`config.mk`:
```
export PLATFORM = sky130hd
export DESIGN_NAME = insn_i_alu_encoder
export DESIGN_NICKNAME = d
export VERILOG_FILES = /design/src/rtl/rv32i_pkg.sv /design/src/rtl/enc_skid_buf.sv /design/src/rtl/insn_i_alu_encoder.sv
export SDC_FILE = /design/constraint.sdc
export NUM_CORES = 1
export LEC_CHECK = 0
export BUFFER_PORTS_ARGS = -buffer_cell sky130_fd_sc_hd__buf_4
export CORE_MARGIN = 1
export CORE_UTILIZATION = 35
export DETAILED_ROUTE_END_ITERATION = 6
export PLACE_DENSITY_LB_ADDON = 0.1
export SLEW_MARGIN = 20
export SYNTH_ARGS = -nofsm -noshare
export SYNTH_HDL_FRONTEND = slang
export SYNTH_SLANG_ARGS = --single-unit
```
`constraint.sdc`:
```
create_clock -name clk -period 2.3 [get_ports clk]
set_input_delay 0.46 -clock clk [delete_from_list [all_inputs] [get_ports clk]]
set_output_delay 0.46 -clock clk [all_outputs]
set_load 0.02 [all_outputs]
```
`src/rtl/rv32i_pkg.sv`:
```
// Shared RV32I OP-IMM encoding constants and the skid-buffer state type.
package rv32i_pkg;

    localparam logic [6:0] OPC_OP_IMM   = 7'b0010011;

    localparam logic [2:0] F3_ADDI      = 3'b000;
    localparam logic [2:0] F3_SLLI      = 3'b001;
    localparam logic [2:0] F3_SLTI      = 3'b010;
    localparam logic [2:0] F3_SLTIU     = 3'b011;
    localparam logic [2:0] F3_XORI      = 3'b100;
    localparam logic [2:0] F3_SRLI_SRAI = 3'b101;
    localparam logic [2:0] F3_ORI       = 3'b110;
    localparam logic [2:0] F3_ANDI      = 3'b111;

    localparam logic [6:0] FUNCT7_SRA   = 7'b0100000;

    typedef enum logic [1:0] {
        BUF_EMPTY = 2'd0,
        BUF_ONE   = 2'd1,
        BUF_TWO   = 2'd2
    } buf_state_t;

    function automatic logic is_shift(input logic [2:0] f3);
        return (f3 == F3_SLLI) || (f3 == F3_SRLI_SRAI);
    endfunction

    // Shifts carry funct7 in imm[11:5] and shamt in imm[4:0].
    function automatic logic [31:0] enc_op_imm(input logic [2:0]  f3,
                                               input logic        sub_sra,
                                               input logic [4:0]  rd,
                                               input logic [4:0]  rs1,
                                               input logic [11:0] imm);
        logic [31:0] word;
        if (is_shift(f3))
            word = {(sub_sra ? FUNCT7_SRA : 7'b0), imm[4:0], rs1, f3, rd, OPC_OP_IMM};
        else
            word = {imm, rs1, f3, rd, OPC_OP_IMM};
        return word;
    endfunction

endpackage

```
`src/rtl/enc_skid_buf.sv`:
```
// Two-entry FIFO skid buffer; in_ready is registered so it never depends on out_ready
// combinationally. Handshake: a word moves when valid and ready are both high at a rising edge.
module enc_skid_buf
    import rv32i_pkg::*;
#(
    parameter int             W        = 44,
    parameter logic [W-1:0]   RST_DATA = '0
) (
    input  logic         clk,
    input  logic         rst_n,
    input  logic         clr,
    input  logic         push,
    input  logic [W-1:0] din,
    output logic         in_ready,
    input  logic         out_ready,
    output logic [W-1:0] dout,
    output buf_state_t   state_dbg
);

    buf_state_t   state, state_nxt;
    logic [W-1:0] head, head_nxt;
    logic [W-1:0] tail, tail_nxt;
    logic         pop;

    assign pop       = (state != BUF_EMPTY) && out_ready;
    assign dout      = head;
    assign state_dbg = state;

    always_comb begin
        state_nxt = state;
        head_nxt  = head;
        tail_nxt  = tail;
        case (state)
            BUF_EMPTY: begin
                if (push) begin
                    state_nxt = BUF_ONE;
                    head_nxt  = din;
                end
            end
            BUF_ONE: begin
                case ({push, pop})
                    2'b10: begin
                        state_nxt = BUF_TWO;
                        tail_nxt  = din;
                    end
                    2'b01: state_nxt = BUF_EMPTY;
                    2'b11: head_nxt  = din;
                    default: ;
                endcase
            end
            BUF_TWO: begin
                // in_ready is low here, so push cannot coincide.
                if (pop) begin
                    state_nxt = BUF_ONE;
                    head_nxt  = tail;
                end
            end
            default: state_nxt = BUF_EMPTY;
        endcase
    end

    always_ff @(posedge clk or negedge rst_n) begin
        if (!rst_n) begin
            state    <= BUF_EMPTY;
            head     <= RST_DATA;
            tail     <= '0;
            in_ready <= 1'b1;
        end else if (clr) begin
            state    <= BUF_EMPTY;
            head     <= RST_DATA;
            tail     <= '0;
            in_ready <= 1'b1;
        end else begin
            state    <= state_nxt;
            head     <= head_nxt;
            tail     <= tail_nxt;
            in_ready <= (state_nxt != BUF_TWO);
        end
    end

endmodule

```
`src/rtl/insn_i_alu_encoder.sv`:
```
// RV32I OP-IMM encoder: validates field bundles, packs them, tags them with a wrapping
// byte address and queues them in a skid buffer. ENC_ERR_COUNT_EN adds a saturating err_cnt.
module insn_i_alu_encoder
    import rv32i_pkg::*;
#(
    parameter int ADDR_W    = 12,
    parameter int BASE_ADDR = 0,
    parameter int DEPTH     = 1024
) (
    input  logic              clk,
    input  logic              rst_n,
    input  logic              clr,
    input  logic              in_valid,
    output logic              in_ready,
    input  logic [2:0]        funct3,
    input  logic              sub_sra,
    input  logic [4:0]        rd,
    input  logic [4:0]        rs1,
    input  logic [11:0]       imm,
    output logic              out_valid,
    input  logic              out_ready,
    output logic [31:0]       insn,
    output logic [ADDR_W-1:0] out_addr,
    output logic              err
`ifdef ENC_ERR_COUNT_EN
    ,
    output logic [7:0]        err_cnt
`endif
);

    localparam logic [ADDR_W-1:0] BASE = ADDR_W'(BASE_ADDR);
    localparam logic [ADDR_W-1:0] LAST = ADDR_W'(BASE_ADDR + 4 * (DEPTH - 1));

    logic              acc;
    logic              illegal;
    logic              push;
    logic [31:0]       word;
    logic [ADDR_W-1:0] addr_cnt;
    buf_state_t        buf_state;

    assign acc     = in_valid && in_ready && !clr;
    assign illegal = (is_shift(funct3) && (imm[11:5] != 7'd0))
                   || (sub_sra && (funct3 != F3_SRLI_SRAI));
    assign push    = acc && !illegal;
    assign word    = enc_op_imm(funct3, sub_sra, rd, rs1, imm);

    assign out_valid = (buf_state != BUF_EMPTY);

    enc_skid_buf #(
        .W        (32 + ADDR_W),
        .RST_DATA ({32'b0, BASE})
    ) u_buf (
        .clk       (clk),
        .rst_n     (rst_n),
        .clr       (clr),
        .push      (push),
        .din       ({word, addr_cnt}),
        .in_ready  (in_ready),
        .out_ready (out_ready),
        .dout      ({insn, out_addr}),
        .state_dbg (buf_state)
    );

    // Illegal bundles are consumed without touching the address counter.
    always_ff @(posedge clk or negedge rst_n) begin
        if (!rst_n) begin
            err      <= 1'b0;
            addr_cnt <= BASE;
        end else if (clr) begin
            err      <= 1'b0;
            addr_cnt <= BASE;
        end else begin
            err <= acc && illegal;
            if (push)
                addr_cnt <= (addr_cnt == LAST) ? BASE : addr_cnt + ADDR_W'(4);
        end
    end

`ifdef ENC_ERR_COUNT_EN
    always_ff @(posedge clk or negedge rst_n) begin
        if (!rst_n)
            err_cnt <= 8'd0;
        else if (clr)
            err_cnt <= 8'd0;
        else if (err && (err_cnt != 8'hFF))
            err_cnt <= err_cnt + 8'd1;
    end
`endif

endmodule
```
Word level (Yosys, flattened, before mapping) --
Cells that the tools add are included.
Storage, ports and cells: word-level logic and storage cells 60, register bits after elaboration 104, bits of input ports 31, output and inout port bits 47
Operators by class: equal/unequal tests 13, add/sub/neg operators 1, muxes and demuxes 20, reduce and logical (&&, ||, !) cells 20
Operators with widths (number):
- $mux W44 | 7
- $pmux W44 S3 | 1
- $mux W12 | 3
- $mux W32 | 1
- $add A12 B3 Y12 const B | 1
- $eq A12 B12 Y1 const B | 1
- $reduce_bool A2 Y1 | 4
- $logic_and A1 B1 Y1 | 7
- $reduce_bool A7 Y1 | 1
- $eq A2 B2 Y1 const B | 3
- $mux W2 | 3
- $mux W6 | 1
- $ne A3 B2 Y1 const B | 2
- $ne A3 B3 Y1 const B | 2
- $pmux W2 S3 | 1
- $eq A2 B1 Y1 const B | 2
- $pmux W2 S2 | 1
- $reduce_and A4 Y1 | 1
- $reduce_bool A4 Y1 | 1
- $eq A3 B1 Y1 const B | 1
- $eq A3 B3 Y1 const B | 1
- $logic_not A1 Y1 | 2
- $logic_not A2 Y1 | 1
- $logic_or A1 B1 Y1 | 2
- other kinds (3) | 4

Longest topological paths before layout --
depth after elaboration 11, gate-level depth with buffers 14, depth with buffers taken out 10

Modules after synthesis --
From an unflattened synthesis, not the netlist that was laid out.
Second synthesis, totals: cell total of the unflattened synthesis 357, area, all modules 4601.9 sq um
By module, submodules not included:
- enc_skid_buf | instances 1, seq. area each 2278.4 sq um, area an instance 3809.9 sq um, cells an instance 267
- insn_i_alu_encoder | instances 1, seq. area each 275.3 sq um, area an instance 792.0 sq um, cells an instance 90

Least setup slack after synthesis --
Ideal clock, no wire load.
path type input -> register, start in funct3[1], end reg u_buf.head[28] (netlist: u_buf.dout[28]), stages on the path 14, data arrival time 2.558 ns, data required time 2.168 ns, setup time 0.132 ns, buffers on the path 4, setup slack -0.390 ns, cell sequence nand2b_1 > buf_2 > a21o_2 > nand2_1 > inv_1 > buf_2 > ha_1 > and3b_1 > clkbuf_1 > a21oi_1 > nor2_1 > nor2_1 > clkbuf_1 > o2bb2ai_1
Between the ends: longest elaborated chain between the ends 9, elaborated cells between the ends (all ways) 13, classes of those cells 6 x eq/ne; 7 x reduce/logical
RTL lines:
- start, declared | RTL line insn_i_alu_encoder.sv:15 | input logic [2:0] funct3,
- $eq A3 B1 Y1 / $eq A3 B3 Y1 (equally long branches) | RTL line rv32i_pkg.sv:24 | return (f3 == F3_SLLI) || (f3 == F3_SRLI_SRAI);
- $logic_or A1 B1 Y1 | RTL line rv32i_pkg.sv:24
- $logic_and A1 B1 Y1 | RTL line insn_i_alu_encoder.sv:42 | assign illegal = (is_shift(funct3) && (imm[11:5] != 7'd0))
- $logic_or A1 B1 Y1 (*) | RTL line insn_i_alu_encoder.sv:43 | || (sub_sra && (funct3 != F3_SRLI_SRAI));
- $logic_not A1 Y1 (*) | RTL line insn_i_alu_encoder.sv:44 | assign push = acc && !illegal;
- $logic_and A1 B1 Y1 (*) | RTL line insn_i_alu_encoder.sv:44
- $eq A2 B2 Y1 | RTL line enc_skid_buf.sv:41 | case ({push, pop})
- $ne A3 B3 Y1 (no source line)
- $reduce_and A4 Y1 (no source line) (*)
- end signal, assigned | RTL line enc_skid_buf.sv:75 | head <= head_nxt;
- end, declared | RTL line enc_skid_buf.sv:21 | logic [W-1:0] head, head_nxt;
Mark *: on every way between the ends. The rest lies on a longest branch, timed or not. A chain may end at the register's enable or synchronous reset.

Worst setup path after layout --
start reg u_buf.in_ready, end reg u_buf.tail[42]
Between the ends: longest elaborated chain between the ends 6
RTL lines:
- start, declared | RTL line enc_skid_buf.sv:14 | output logic in_ready,
- start signal, assigned | RTL line enc_skid_buf.sv:77 | in_ready <= (state_nxt != BUF_TWO);
- $logic_and A1 B1 Y1 (2 in series) | RTL line insn_i_alu_encoder.sv:41 | assign acc = in_valid && in_ready && !clr;
- $logic_and A1 B1 Y1 | RTL line insn_i_alu_encoder.sv:44
- $eq A2 B2 Y1 | RTL line enc_skid_buf.sv:41
- $reduce_bool A2 Y1 (no source line)
- $reduce_and A2 Y1 (no source line)
- end signal, assigned | RTL line enc_skid_buf.sv:76 | tail <= tail_nxt;
- end, declared | RTL line enc_skid_buf.sv:22 | logic [W-1:0] tail, tail_nxt;
No other way between the ends.

==> impl_metrics.env <==
export IMPL_status="complete, no violations"
export IMPL_ir_drop_v=0.000350
export IMPL_viasPerCell=5.09
export IMPL_fin_setup_tns_ns=0
export IMPL_dieArea_um2=13200
export IMPL_grt_pass1_vias=3710
export IMPL_ys_async_sr_fraction_pct=100
export IMPL_syn_avg_cell_area_um2=9.87
export IMPL_holdBufCountCts=0
export IMPL_clk_pin_slew_ns=0.06
export IMPL_synthTopCellsByArea="dfrtp_1 49%, nand2_1 6.8%, a21oi_1 5.5%"
export IMPL_power_density_nw_per_um2=602
export IMPL_use_met2_pct=30.6
export IMPL_start_util_pct=36.5
export IMPL_grt_use_met1_pct=25.7
export IMPL_yosys_top_cells_count="87 x dfrtp_1, 81 x nand2_1, 49 x a21oi_1, 32 x nor2_1, 20 x clkbuf_1"
export IMPL_maxCapViolations=0
export IMPL_ys_flop_type="dfrtp_1"
export IMPL_synth_top_area_share_pct=48.8
export IMPL_critPathKind="reg2reg"
export IMPL_wire_per_inst_um=16.2
export IMPL_dpl_cell_count=703
export IMPL_antenna_found_initial=0
export IMPL_overflow=0
export IMPL_grt_pass1_wl_um=19500
export IMPL_cts_buffers=9
export IMPL_syn_area_um2=4460
export IMPL_drcViolationCount=0
export IMPL_drt_iter0_drc=266
export IMPL_crit_path_start_kind="flop"
export IMPL_fillers=1216
export IMPL_cp_end_kind="flop"
export IMPL_cts_sinks=88
export IMPL_intPower_w=0.00262
export IMPL_synth_ff_latch_count=88
export IMPL_critPathMaxStageDelay_ns=0.54
export IMPL_crit_chain="nand3b_1, a21oi_2, nand2_4, inv_2, buf_4, ha_1, and3_4, buf_6, nor2_1, a211oi_1"
export IMPL_drive_gt1_share_pct=33.6
export IMPL_power_leakage_nw=2.71
export IMPL_htreeDepth=3
export IMPL_cp_top_family="flip-flops"
export IMPL_clockPowerShare_pct=41.3
export IMPL_switching_share_pct=24.6
export IMPL_grt_start_max_net_pins=60
export IMPL_grt_use_total_pct=19.0
export IMPL_top_level_ports=78
export IMPL_ant_nets=0
export IMPL_fin_nets=583
export IMPL_cp_startpoint="u_buf.in_ready"
export IMPL_slew_limit_headroom_pct=57.3
export IMPL_seq_area_um2=2200
export IMPL_synth_edf_count=0
export IMPL_syn_inst=452
export IMPL_hold_path_class="in2async"
export IMPL_clockBufferDepth=2
export IMPL_synth_most_common_cell="dfrtp_1"
export IMPL_fmax_mhz=467
export IMPL_use_met3_pct=3.85
export IMPL_area_growth_syn_to_layout_pct=29.5
export IMPL_antenna_diode_count=0
export IMPL_final_hold_viol_count=0
export IMPL_cts_tree="done"
export IMPL_die_x_um=115
export IMPL_firstDrtPassIters=4
export IMPL_setup_violations=0
export IMPL_stdcell_count=722
export IMPL_busiest_layer="met2"
export IMPL_synth_cell_types=53
export IMPL_worstSkewPairLatency_ns=0.34
export IMPL_cp_slowest_cell="dfstp_2"
export IMPL_synth_seq_area_share_pct=49.4
export IMPL_ys_warn_count=0
export IMPL_critPathArrivalTime_ns=2.39
export IMPL_worstPathRequired_ns=2.55
export IMPL_fin_crit_sh_pct=93.1
export IMPL_skew_ns=0.00514
export IMPL_post_dp_hpwl_um=7840
export IMPL_crit_buf_inv=3
export IMPL_clockRootBuffer="clkbuf_16"
export IMPL_min_period_ns=2.14
export IMPL_path_max_fanout=15
export IMPL_wl_um=11700
export IMPL_yosysTopAreaCell="dfrtp_1"
export IMPL_r2r_start="u_buf.in_ready"
export IMPL_worst_pin_slew_ns=0.640
export IMPL_combinationalPowerShare_pct=12.5
export IMPL_core_um2=12200
export IMPL_final_max_slew_viol_count=0
export IMPL_p_seq_share_pct=46.3
export IMPL_routabilityCongestion=0.751
export IMPL_portBuffers=73
export IMPL_multi_input_area_um2=2080
export IMPL_num_vias=3676
export IMPL_p_sw_w=0.000854
export IMPL_rsz0062_at_grt="false"
export IMPL_rows=40
export IMPL_die_y_um=115
## worst register-to-register path: stages, from the launching register on
cell	delay [ns]
dfstp_2	0.54
nand3b_1	0.14
a21oi_2	0.21
nand2_4	0.08
inv_2	0.08
buf_4	0.18
ha_1	0.19
and3_4	0.21
buf_6	0.17
nor2_1	0.06
a211oi_1	0.20
## logic make-up after synthesis
| kind of cell | Yosys count | synth area share, % |
|---|---|---|
| AO/OA/AOI/OAI | 108 | 17.0 |
| XOR/XNOR | 2 | 0.393 |
| buffers and inverters | 47 | 5.44 |
| flip-flops | 88 | 49.4 |
| adder cells (fa/ha/maj) | 3 | 0.841 |
| multiplexers | 37 | 9.28 |
| other | 1 | 0.0840 |
| AND/OR/NAND/NOR | 166 | 17.6 |
## per-layer routing
metal | wire, um | vias up
li1 | - | 1787
met1 | 5550 | 1802
met2 | 5490 | 79
met3 | 504 | 8
met4 | 121 | 0
met5 | 0 | -
## power groups by stage
| stage | Combinational [W] | Clock, W | Sequential, W |
|---|---|---|---|
| finish | 0.000433 | 0.00143 | 0.00161 |
| CTS | 0.000437 | 0.00147 | 0.00161 |
| detailed placement | 0.000436 | 0 | 0.00164 |
| floorplan | 0.000183 | 0 | 0.00167 |
| global route | 0.000471 | 0.00154 | 0.00161 |
| global placement | 0.000433 | 0 | 0.00164 |
## area by class of cell
| type | instances | area share, % |
|---|---|---|
| Clock buffer | 13 | 4.16 |
| Clock inverter | 3 | 0.736 |
| Inverter | 5 | 0.325 |
| Multi-Input combinational cell | 320 | 36.1 |
| Sequential cell | 88 | 38.1 |
| Tap cell | 168 | 3.64 |
| Timing Repair Buffer | 125 | 16.9 |
## worst paths after layout
check	depth (start not counted)	slack [ns]	endpoint
max in group asynchronous	2	1.54	u_buf.in_ready
min	1	0.08	u_buf.dout[40]
max	10	0.16	u_buf.tail[42]
max reg2reg	10	0.16	u_buf.tail[42]
min in group clk	3	0.37	u_buf.tail[31]
min reg2reg	1	0.49	u_buf.dout[6]
## cell usage in the layout, fill, tap and decap left out, drive strengths merged, types with 2 or more instances in the layout
master   count
buf        125
dfrtp       87
nand2       81
a21oi       50
nor2        32
mux2        20
nand3       18
mux2i       17
o2bb2ai     15
a22oi       13
a221o       13
clkbuf      13
nand2b       8
nand3b       5
a211oi       4
nand4        4
conb         4
inv          4
nor3         3
nor4         3
ha           3
a21o         3
and3         3
o22ai        2
o21ai        2
a311oi       2
xnor2        2
or2          2
clkinv       2
nor3b        2
## metrics by stage
step	util [%]	cell area, um^2	hold slack (ns)	power [W]	setup WS, ns
global placement	44.6	5440	0.463	0.00207	-0.406
floorplan	-	4550	0.164	0.00185	-0.114
CTS	46.9	5730	0.0946	0.00352	0.0394
finish	47.3	5780	0.0759	0.00348	0.158
global route	47.3	5780	0.109	0.00362	0.0330
detailed placement	44.6	5440	0.461	0.00207	-0.482
## state kept, by name, indices dropped and copies added, names as in the netlist
register and flops:
u_buf.tail 37, u_buf.dout 37, err 1, u_buf.state_dbg 2
u_buf.in_ready 1, addr_cnt 10
## timing repair
item                       CTS  global route
resized for setup            1             6
pin swaps                    0             1
setup endpoints to repair   14            45
setup buffers                0             3
Power figures use the tool's default switching activity.
